--- config.mk ---
export PLATFORM = sky130hd
export DESIGN_NAME = sw_bounce_gen
export DESIGN_NICKNAME = d
export VERILOG_FILES = /design/src/rtl/bounce_pkg.sv /design/src/rtl/bounce_lfsr.sv /design/src/rtl/sw_bounce_gen.sv
export SDC_FILE = /design/constraint.sdc
export NUM_CORES = 1
export LEC_CHECK = 0
export CAP_MARGIN = 10
export CORE_MARGIN = 3
export CORE_UTILIZATION = 62
export CTS_CLUSTER_DIAMETER = 120
export DETAILED_ROUTE_END_ITERATION = 10
export PLACE_DENSITY = 0.81
export REMOVE_ABC_BUFFERS = 1
export SYNTH_ARGS = -nofsm -noshare
export SYNTH_HDL_FRONTEND = slang
export SYNTH_SLANG_ARGS = --single-unit
--- constraint.sdc ---
create_clock -name clk -period 4.4 [get_ports clk]
set_clock_uncertainty 0.1 [all_clocks]
set_input_delay 0.88 -clock clk [delete_from_list [all_inputs] [get_ports clk]]
set_output_delay 0.88 -clock clk [all_outputs]
set_load 0.02 [all_outputs]
--- src/rtl/bounce_pkg.sv ---
// Shared types and constants for the switch-bounce stimulus blocks.
// Holds the burst FSM state encoding and the 16-bit Galois LFSR definition.
package bounce_pkg;

  typedef enum logic {
    IDLE   = 1'b0,
    BOUNCE = 1'b1
  } state_t;

  localparam int LFSR_W = 16;
  localparam logic [LFSR_W-1:0] LFSR_TAPS = 16'hB400;

  // One Galois step: shift right, fold the taps in when a one falls out.
  function automatic logic [LFSR_W-1:0] lfsr_step(input logic [LFSR_W-1:0] cur);
    lfsr_step = cur[0] ? ((cur >> 1) ^ LFSR_TAPS) : (cur >> 1);
  endfunction

endpackage

--- src/rtl/bounce_lfsr.sv ---
// Free-running 16-bit Galois LFSR with a configurable non-zero seed.
// Reusable pseudo-random source for lab stimulus blocks.
module bounce_lfsr
  import bounce_pkg::*;
#(
  parameter logic [LFSR_W-1:0] SEED = 16'hACE1
) (
  input  logic              clk,
  input  logic              rst,
  output logic [LFSR_W-1:0] q
);

  // Advance every cycle; reset reloads the seed so sequences are repeatable.
  always_ff @(posedge clk or posedge rst) begin
    if (rst) begin
      q <= SEED;
    end else begin
      q <= lfsr_step(q);
    end
  end

endmodule

--- src/rtl/sw_bounce_gen.sv ---
// Switch-bounce emulator: turns a clean level into a noisy switch line.
// Each level change starts a pseudo-random burst of toggles with random
// hold times, then sw settles at the target and done pulses once.
// Optional build macro GLITCH_INJECT_EN adds rare single-cycle glitches
// on sw while idle.
module sw_bounce_gen
  import bounce_pkg::*;
#(
  parameter int          HOLD_W      = 4,
  parameter int          MAX_BOUNCES = 7,
  parameter logic [15:0] SEED        = 16'hACE1
) (
  input  logic clk,
  input  logic rst,
  input  logic lvl_in,
  output logic sw,
  output logic busy,
  output logic done
);

  // Remaining-toggle counter width; at least one bit even for MAX_BOUNCES=0.
  localparam int RW = (MAX_BOUNCES < 2) ? 1 : $clog2(MAX_BOUNCES + 1);
  // Hold counter needs one extra bit so 2^HOLD_W itself is representable.
  localparam int HW = HOLD_W + 1;
  localparam logic [RW-1:0] REM_MAX = RW'(MAX_BOUNCES);

  logic [LFSR_W-1:0] lfsr;
  state_t            state;
  logic              sw_reg;
  logic              busy_reg;
  logic              done_reg;
  logic              tgt;
  logic [HW-1:0]     hold;
  logic [RW-1:0]     rem;

  logic [RW-1:0]     rem_load;
  logic [HW-1:0]     hold_load;
  logic              retarget;
  logic              lfsr_unused;

  bounce_lfsr #(
    .SEED (SEED)
  ) u_lfsr (
    .clk (clk),
    .rst (rst),
    .q   (lfsr)
  );

  // Only some LFSR bits feed the burst; the rest are intentionally dropped.
  assign lfsr_unused = ^lfsr;

  // Burst parameters drawn from the current LFSR value, plus retarget detect.
  always_comb begin
    rem_load  = (lfsr[RW-1:0] > REM_MAX) ? REM_MAX : lfsr[RW-1:0];
    hold_load = HW'(lfsr[LFSR_W-1 -: HOLD_W]) + HW'(1);
    retarget  = (lvl_in != tgt);
  end

  // Burst FSM: load on a new target, count hold periods, toggle, then settle.
  always_ff @(posedge clk or posedge rst) begin
    if (rst) begin
      state    <= IDLE;
      sw_reg   <= 1'b0;
      busy_reg <= 1'b0;
      done_reg <= 1'b0;
      tgt      <= 1'b0;
      hold     <= '0;
      rem      <= '0;
    end else begin
      done_reg <= 1'b0;
      case (state)
        IDLE: begin
          if (retarget) begin
            rem      <= rem_load;
            hold     <= hold_load;
            sw_reg   <= lvl_in;
            tgt      <= lvl_in;
            busy_reg <= 1'b1;
            state    <= BOUNCE;
          end
        end
        BOUNCE: begin
          if (retarget) begin
            // A new target aborts the burst silently and restarts it.
            rem    <= rem_load;
            hold   <= hold_load;
            sw_reg <= lvl_in;
            tgt    <= lvl_in;
          end else if (hold == HW'(1)) begin
            if (rem != '0) begin
              sw_reg <= ~sw_reg;
              rem    <= rem - RW'(1);
              hold   <= hold_load;
            end else begin
              // Final segment over: force the target level and report it.
              sw_reg   <= tgt;
              done_reg <= 1'b1;
              busy_reg <= 1'b0;
              hold     <= '0;
              state    <= IDLE;
            end
          end else begin
            hold <= hold - HW'(1);
          end
        end
        default: begin
          state    <= IDLE;
          busy_reg <= 1'b0;
        end
      endcase
    end
  end

  assign busy = busy_reg;
  assign done = done_reg;

`ifdef GLITCH_INJECT_EN
  logic glitch_reg;

  // Rare one-cycle glitch while idle; never repeats on back-to-back cycles.
  always_ff @(posedge clk or posedge rst) begin
    if (rst) begin
      glitch_reg <= 1'b0;
    end else begin
      glitch_reg <= !glitch_reg && (state == IDLE) && !retarget &&
                    (lfsr[15:12] == 4'hF) && (lfsr[3:0] == 4'h0);
    end
  end

  assign sw = sw_reg ^ glitch_reg;
`else
  assign sw = sw_reg;
`endif

endmodule

==> results_dict.tcl, run 1 <==
set metrics [dict create \
    endpoint "rem[2]" \
    cts_made_buffers 5 \
    drv_cap 0 \
    io_buffers 5 \
    timing.rr.start "tgt" \
    dieWidth_um 52.12 \
    io_pins 6 \
    drv_slew 0 \
    met2_usage_pct 30.96 \
    worst_pin_slew_ns 1.026 \
    power_density_mw_per_mm2 619.4 \
    syn_inst 112 \
    synth_ff_type "dfrtp_1" \
    largestRegisters "u_lfsr.q x16, hold x5, rem x3" \
    hold_class "register to register" \
    drt_iter0_drc 31 \
    initial_core_util_pct 66.54 \
    r2r_cells 6 \
    cts-root-buf "clkbuf_4" \
    reg2reg_slack_ns 2.13 \
    grt_pass1_wl_mm 3.864 \
    fmax_mhz 335.1 \
    synth_edf_count 0 \
    drive_gt1_share_pct 19.01 \
    use_met1_pct 26.05 \
    grt_use_total_pct 20.25 \
    htree_levels 2 \
    final_util_pct 72.47 \
    largest_reg_flops 16 \
    power.leakage_nw 0.6808 \
    cp-end-kind "register" \
    synth-seq-cells 29 \
    cts.clk_slew.worst_paths_ns 0.09 \
    holdBufCountCts 0 \
    syn_to_final_growth_pct 8.919 \
    wirelength_mm 2.112 \
    start_kind "input pin" \
    setup-violations-final 0 \
    path_class "input pin to register" \
    antenna_found_initial 0 \
    viasPerCell 5.676 \
    cts_resized 0 \
    slew_headroom_pct 31.55 \
    grt.busiest_layer "met2" \
    ant_nets 0 \
    die_area_mm2 0.002716 \
    top_register "u_lfsr.q" \
    timing.hold.ws_ns 0.2546 \
    timing.rr.end "rem[2]" \
    ys_warn_count 0 \
    grt_max_degree 30 \
    yosysSeqAreaShare_pct 55.79 \
    design_area_mm2 0.001436 \
    tns_ns 0 \
    postCtsSetupRepairBufs 0 \
    dpl-instance-area_mm2 0.001385 \
    crit_path_start "lvl_in" \
    async_flop_share_pct 100.0 \
    yosysUniqueCellTypes 39 \
    routedWlPerCell_um 14.27 \
    synth_area_mm2 0.001319 \
    place_ws_ns 1.084 \
    use_met3_pct 6.877 \
    die_y_um 52.12 \
    required_ns 4.51 \
    cts_buffer_depth 2 \
    coreArea_mm2 0.001982 \
    clk_latency_ns 0.32 \
    vias 840 \
    finalNetCount 130 \
    grt_pass1_vias 849 \
    setup_ws_ns 1.416 \
    postSynthAreaPerCell_um2 11.77 \
    status "completed" \
    hold_viol_final 0 \
    drt_pre_antenna_iters 4 \
    grt_overflow 0 \
    period_minus_slack_ns 2.984 \
    cp.arrival_ns 3.10 \
    crit_fanout 9 \
    cts.sinks 29 \
    gp_congestion 0.9525 \
    rows 16 \
    peakVddDrop_v 0.0003458 \
    finalCritPeriodShare_pct 67.82 \
    dpl.hpwl_mm 1.486 \
    rsz0062_at_grt "false" \
    cts_tree "done" \
    antenna_cells 0 \
    drc 0 \
]
stage by stage:
step,power (W),std cells
global placement,0.0007281,140
global route,0.0009649,148
finish,0.0008897,148
CTS,0.0008952,148
detailed placement,0.0007415,140
floorplan,0.0006472,108
power breakdown:
| group | switching (W) | internal [W] | total (W) |
|---|---|---|---|
| clock network | 0.0000886 | 0.0000607 | 0.000149 |
| registers | 0.0000503 | 0.000312 | 0.000363 |
| logic | 0.000203 | 0.000175 | 0.000378 |
| total | 0.000342 | 0.000548 | 0.000890 |
worst min-delay path by stage:
stage                 from           to  slack (ns)  depth (start not counted)
2_1_floorplan  u_lfsr.q[3]  u_lfsr.q[2]        0.23                          0
3_3_place_gp   u_lfsr.q[3]  u_lfsr.q[2]        0.23                          0
3_5_place_dp   u_lfsr.q[3]  u_lfsr.q[2]        0.24                          0
4_1_cts        u_lfsr.q[3]  u_lfsr.q[2]        0.26                          0
5_1_grt        u_lfsr.q[7]  u_lfsr.q[6]        0.27                          0
6_report       u_lfsr.q[3]  u_lfsr.q[2]        0.25                          0
critical path: stages:
cell             delay, ns
clkdlybuf4s50_1       0.54
xnor2_4               0.37
ha_1                  0.39
clkinv_1              0.24
a31oi_1               0.41
a21oi_1               0.08
o22a_1                0.19
cell families (layout without fill, tap and decap cells):
logic type | count (synthesis) | in the layout | synth area share [%]
and+or+nand+nor | 30 | 30 | 14.23
DFF | 29 | 29 | 55.79
AOI/OAI and AO/OA | 27 | 27 | 14.04
buffers and inverters | 13 | 22 | 3.890
adders and majority gates | 7 | 7 | 6.641
xor gates and xnor gates | 6 | 6 | 5.409
layout by cell type, fill, tap and decap left out, drive strengths merged, types with 2 or more instances in the layout:
master,synthesis,routed
dfrtp,21,21
inv,8,8
dfstp,8,8
ha,7,7
nand2,7,7
o21ai,7,7
nor2,6,6
a21oi,6,6
clkbuf,2,6
clkdlybuf4s50,0,5
nand2b,3,3
nor3,3,3
xor2,3,3
xnor2,3,3
clkinv,1,3
a31oi,2,2
nor2b,2,2
o221ai,2,2
a221o,2,2
a22oi,2,2
or3,2,2
layout make-up:
class                      count  area (µm²)
tap                           27       33.78
timing repair buffer           5       50.05
inverter                       9       33.78
sequential                    29       735.7
multi-input combinational     70       531.8
clock inverter                 2       10.01
clock buffer                   6       41.29
fill                         129       545.5
synthesized netlist by cell type, drive strengths merged (3+ instances only):
cell type  count  area [µm²]
inv            8       30.03
a21oi          6       33.78
xor2           3       26.28
ha             7       87.58
nor2           6       25.03
xnor2          3       45.05
nand2          7       28.78
dfrtp         21       525.5
dfstp          8       210.2
nor3           3       15.01
o21ai          7       35.03
nand2b         3       18.77
per-layer routing:
metal | vias up | routed length (µm)
met5 | - | 0
met4 | 0 | 19
met3 | 4 | 121
met2 | 30 | 978
met1 | 396 | 993
li1 | 410 | -
(Power assumes the default switching activity.)
==> run 2, diff against run 1 <==
--- a/config.mk
+++ b/config.mk
@@ -7,10 +7,10 @@
 export LEC_CHECK = 0
 export CAP_MARGIN = 10
 export CORE_MARGIN = 3
-export CORE_UTILIZATION = 62
+export CORE_UTILIZATION = 52
 export CTS_CLUSTER_DIAMETER = 120
 export DETAILED_ROUTE_END_ITERATION = 10
-export PLACE_DENSITY = 0.81
+export PLACE_DENSITY = 0.73
 export REMOVE_ABC_BUFFERS = 1
 export SYNTH_ARGS = -nofsm -noshare
 export SYNTH_HDL_FRONTEND = slang
==> constraint.sdc (replaced) <==
create_clock -name clk -period 2.4 [get_ports clk]
set_clock_uncertainty 0.1 [all_clocks]
set_input_delay 0.48 -clock clk [delete_from_list [all_inputs] [get_ports clk]]
set_output_delay 0.48 -clock clk [all_outputs]
set_load 0.02 [all_outputs]
==> results_dict.tcl, run 2 (synthesis results as in run 1) <==
set metrics [dict create \
    setup-violations-final 0 \
    total_power_w 0.001742 \
    most-common-layout-cells "dfrtp_1, inv_1, buf_4, dfstp_2, ha_1" \
    drv_cap 0 \
    coreArea_mm2 0.002318 \
    critPathMaxStageDelay_ns 0.50 \
    multiInputGateArea_um2 531.8 \
    largestRegisters "u_lfsr.q x16, hold x5, rem x3" \
    postCtsSetupRepairBufs 0 \
    grt_overflow 0 \
    regArea_um2 735.7 \
    crit_fanout 6 \
    slew_headroom_pct 72.70 \
    top_register "u_lfsr.q" \
    hold_end "u_lfsr.q[7]" \
    grt_pass1_wl_mm 3.898 \
    clk_latency_ns 0.32 \
    final_util_pct 65.41 \
    hold_class "register to register" \
    rsz0062_at_grt "false" \
    io_buffers 5 \
    peakVddDrop_v 0.0006640 \
    path_class "input pin to register" \
    die_area_mm2 0.003176 \
    dieWidth_um 56.36 \
    viasPerCell 5.650 \
    drt_iter0_drc 22 \
    finalNetCount 138 \
    dpl.hpwl_mm 1.660 \
    required_ns 2.50 \
    crit_chain "clkdlybuf4s50_1 > xnor2_4 > ha_1 > clkinv_1 > a31oi_1 > or3_1 > o21ai_1" \
    worst_pin_slew_ns 0.4076 \
    drt_pre_antenna_iters 4 \
    wirelength_mm 2.246 \
    cts_buffer_depth 2 \
    setup_ws_ns 0.2670 \
    fillers 182 \
    power_frac_seq_pct 38.5 \
    drc 0 \
    rows 17 \
    holdPathStages 0 \
    clkPwrFrac_pct 19.1 \
    holdBufCountCts 0 \
    reg2reg_slack_ns 0.50 \
    worst-path-buf-inv 2 \
    syn_to_final_growth_pct 14.99 \
    drv_slew 0 \
    cts.clk_slew.worst_paths_ns 0.09 \
    grt_use_total_pct 16.37 \
    power_density_mw_per_mm2 1148 \
    ant_nets 0 \
    routedWlPerCell_um 14.31 \
    crit_slowest_cell "clkdlybuf4s50_1" \
    mostFrequentLayoutCell "dfrtp_1" \
    gp_congestion 0.8468 \
    cp_top_family "buffers and inverters" \
    cts_tree "done" \
    cp-end-kind "register" \
    finalCritPeriodShare_pct 88.87 \
    grt_pass1_vias 899 \
    timing.hold.ws_ns 0.2510 \
    timing.rr.start "state" \
    initial_core_util_pct 56.88 \
    power.leakage_nw 0.7288 \
    grt_max_degree 30 \
    drive_gt1_share_pct 24.81 \
    timing.rr.end "rem[0]" \
    start_kind "input pin" \
    io_pins 6 \
    antenna_cells 0 \
    hold_viol_final 0 \
    cp.arrival_ns 2.24 \
    antenna_found_initial 0 \
    p_int_w 0.001099 \
    htree_levels 2 \
    r2r_cells 6 \
    hold_start "u_lfsr.q[8]" \
    fmax_mhz 468.8 \
    place_ws_ns -0.04850 \
    cts-root-buf "clkbuf_4" \
    swShare_pct 36.88 \
    cts.sinks 29 \
    cts_resized 0 \
    combPwrFrac_pct 42.5 \
    period_minus_slack_ns 2.133 \
    cts_made_buffers 5 \
    largest_reg_flops 16 \
    status "completed" \
    switching_power_w 0.0006422 \
    die_y_um 56.36 \
    vias 887 \
]
-- run 2: routing by layer --
| metal | wire, µm | up-vias | track usage [%] | part of all wire, % |
|---|---|---|---|---|
| met5 | 0 | - | 0 | 0 |
| met2 | 1043 | 25 | 25.21 | 46 |
| met3 | 126 | 9 | 6.437 | 5.6 |
| met1 | 999 | 428 | 19.44 | 44 |
| met4 | 77 | 0 | 9.153 | 3.4 |
| li1 | - | 425 | - | - |
-- run 2: power by group through the flow --
stage | Sequential [W] | Clock [W] | Combinational, W
after floorplan | 0.000680 | 0 | 0.000507
after global placement | 0.000667 | 0 | 0.000718
after detailed placement | 0.000676 | 0 | 0.000737
after CTS | 0.000666 | 0.000342 | 0.000742
after global routing | 0.000682 | 0.000359 | 0.000832
final | 0.000670 | 0.000332 | 0.000739
-- run 2: cell type report --
type | count | share of cell area [%]
Inverter | 9 | 2.228
Tap cell | 28 | 2.310
Timing Repair Buffer | 13 | 7.261
Multi-Input combinational cell | 70 | 35.07
Sequential cell | 29 | 48.52
Clock inverter | 1 | 0.3300
Clock buffer | 7 | 4.290
-- run 2: worst reg2reg max path, stage by stage (launching register included) --
cell and delay (ns):
dfrtp_1 0.60, inv_1 0.13, ha_1 0.26, clkinv_1 0.08
a31oi_1 0.15, or3_1 0.41, o21ai_1 0.09
-- run 2: worst max-delay path by stage --
stage	startpoint	endpoint	slack, ns	cells past startpoint
global placement	lvl_in	rem[1]	0.04	7
finish	lvl_in	rem[0]	0.27	7
floorplan	lvl_in	rem[2]	0.33	6
CTS	lvl_in	rem[0]	0.28	7
detailed placement	lvl_in	rem[2]	-0.05	7
global route	lvl_in	rem[1]	0.10	7
-- run 2: metrics by stage --
stage / instances / setup TNS [ns] / area (µm²)
finish: 157 / 0 / 1516
global route: 157 / 0 / 1516
CTS: 157 / 0 / 1516
detailed placement: 149 / -0.1453 / 1446
global placement: 149 / 0 / 1446
floorplan: 108 / 0 / 1301
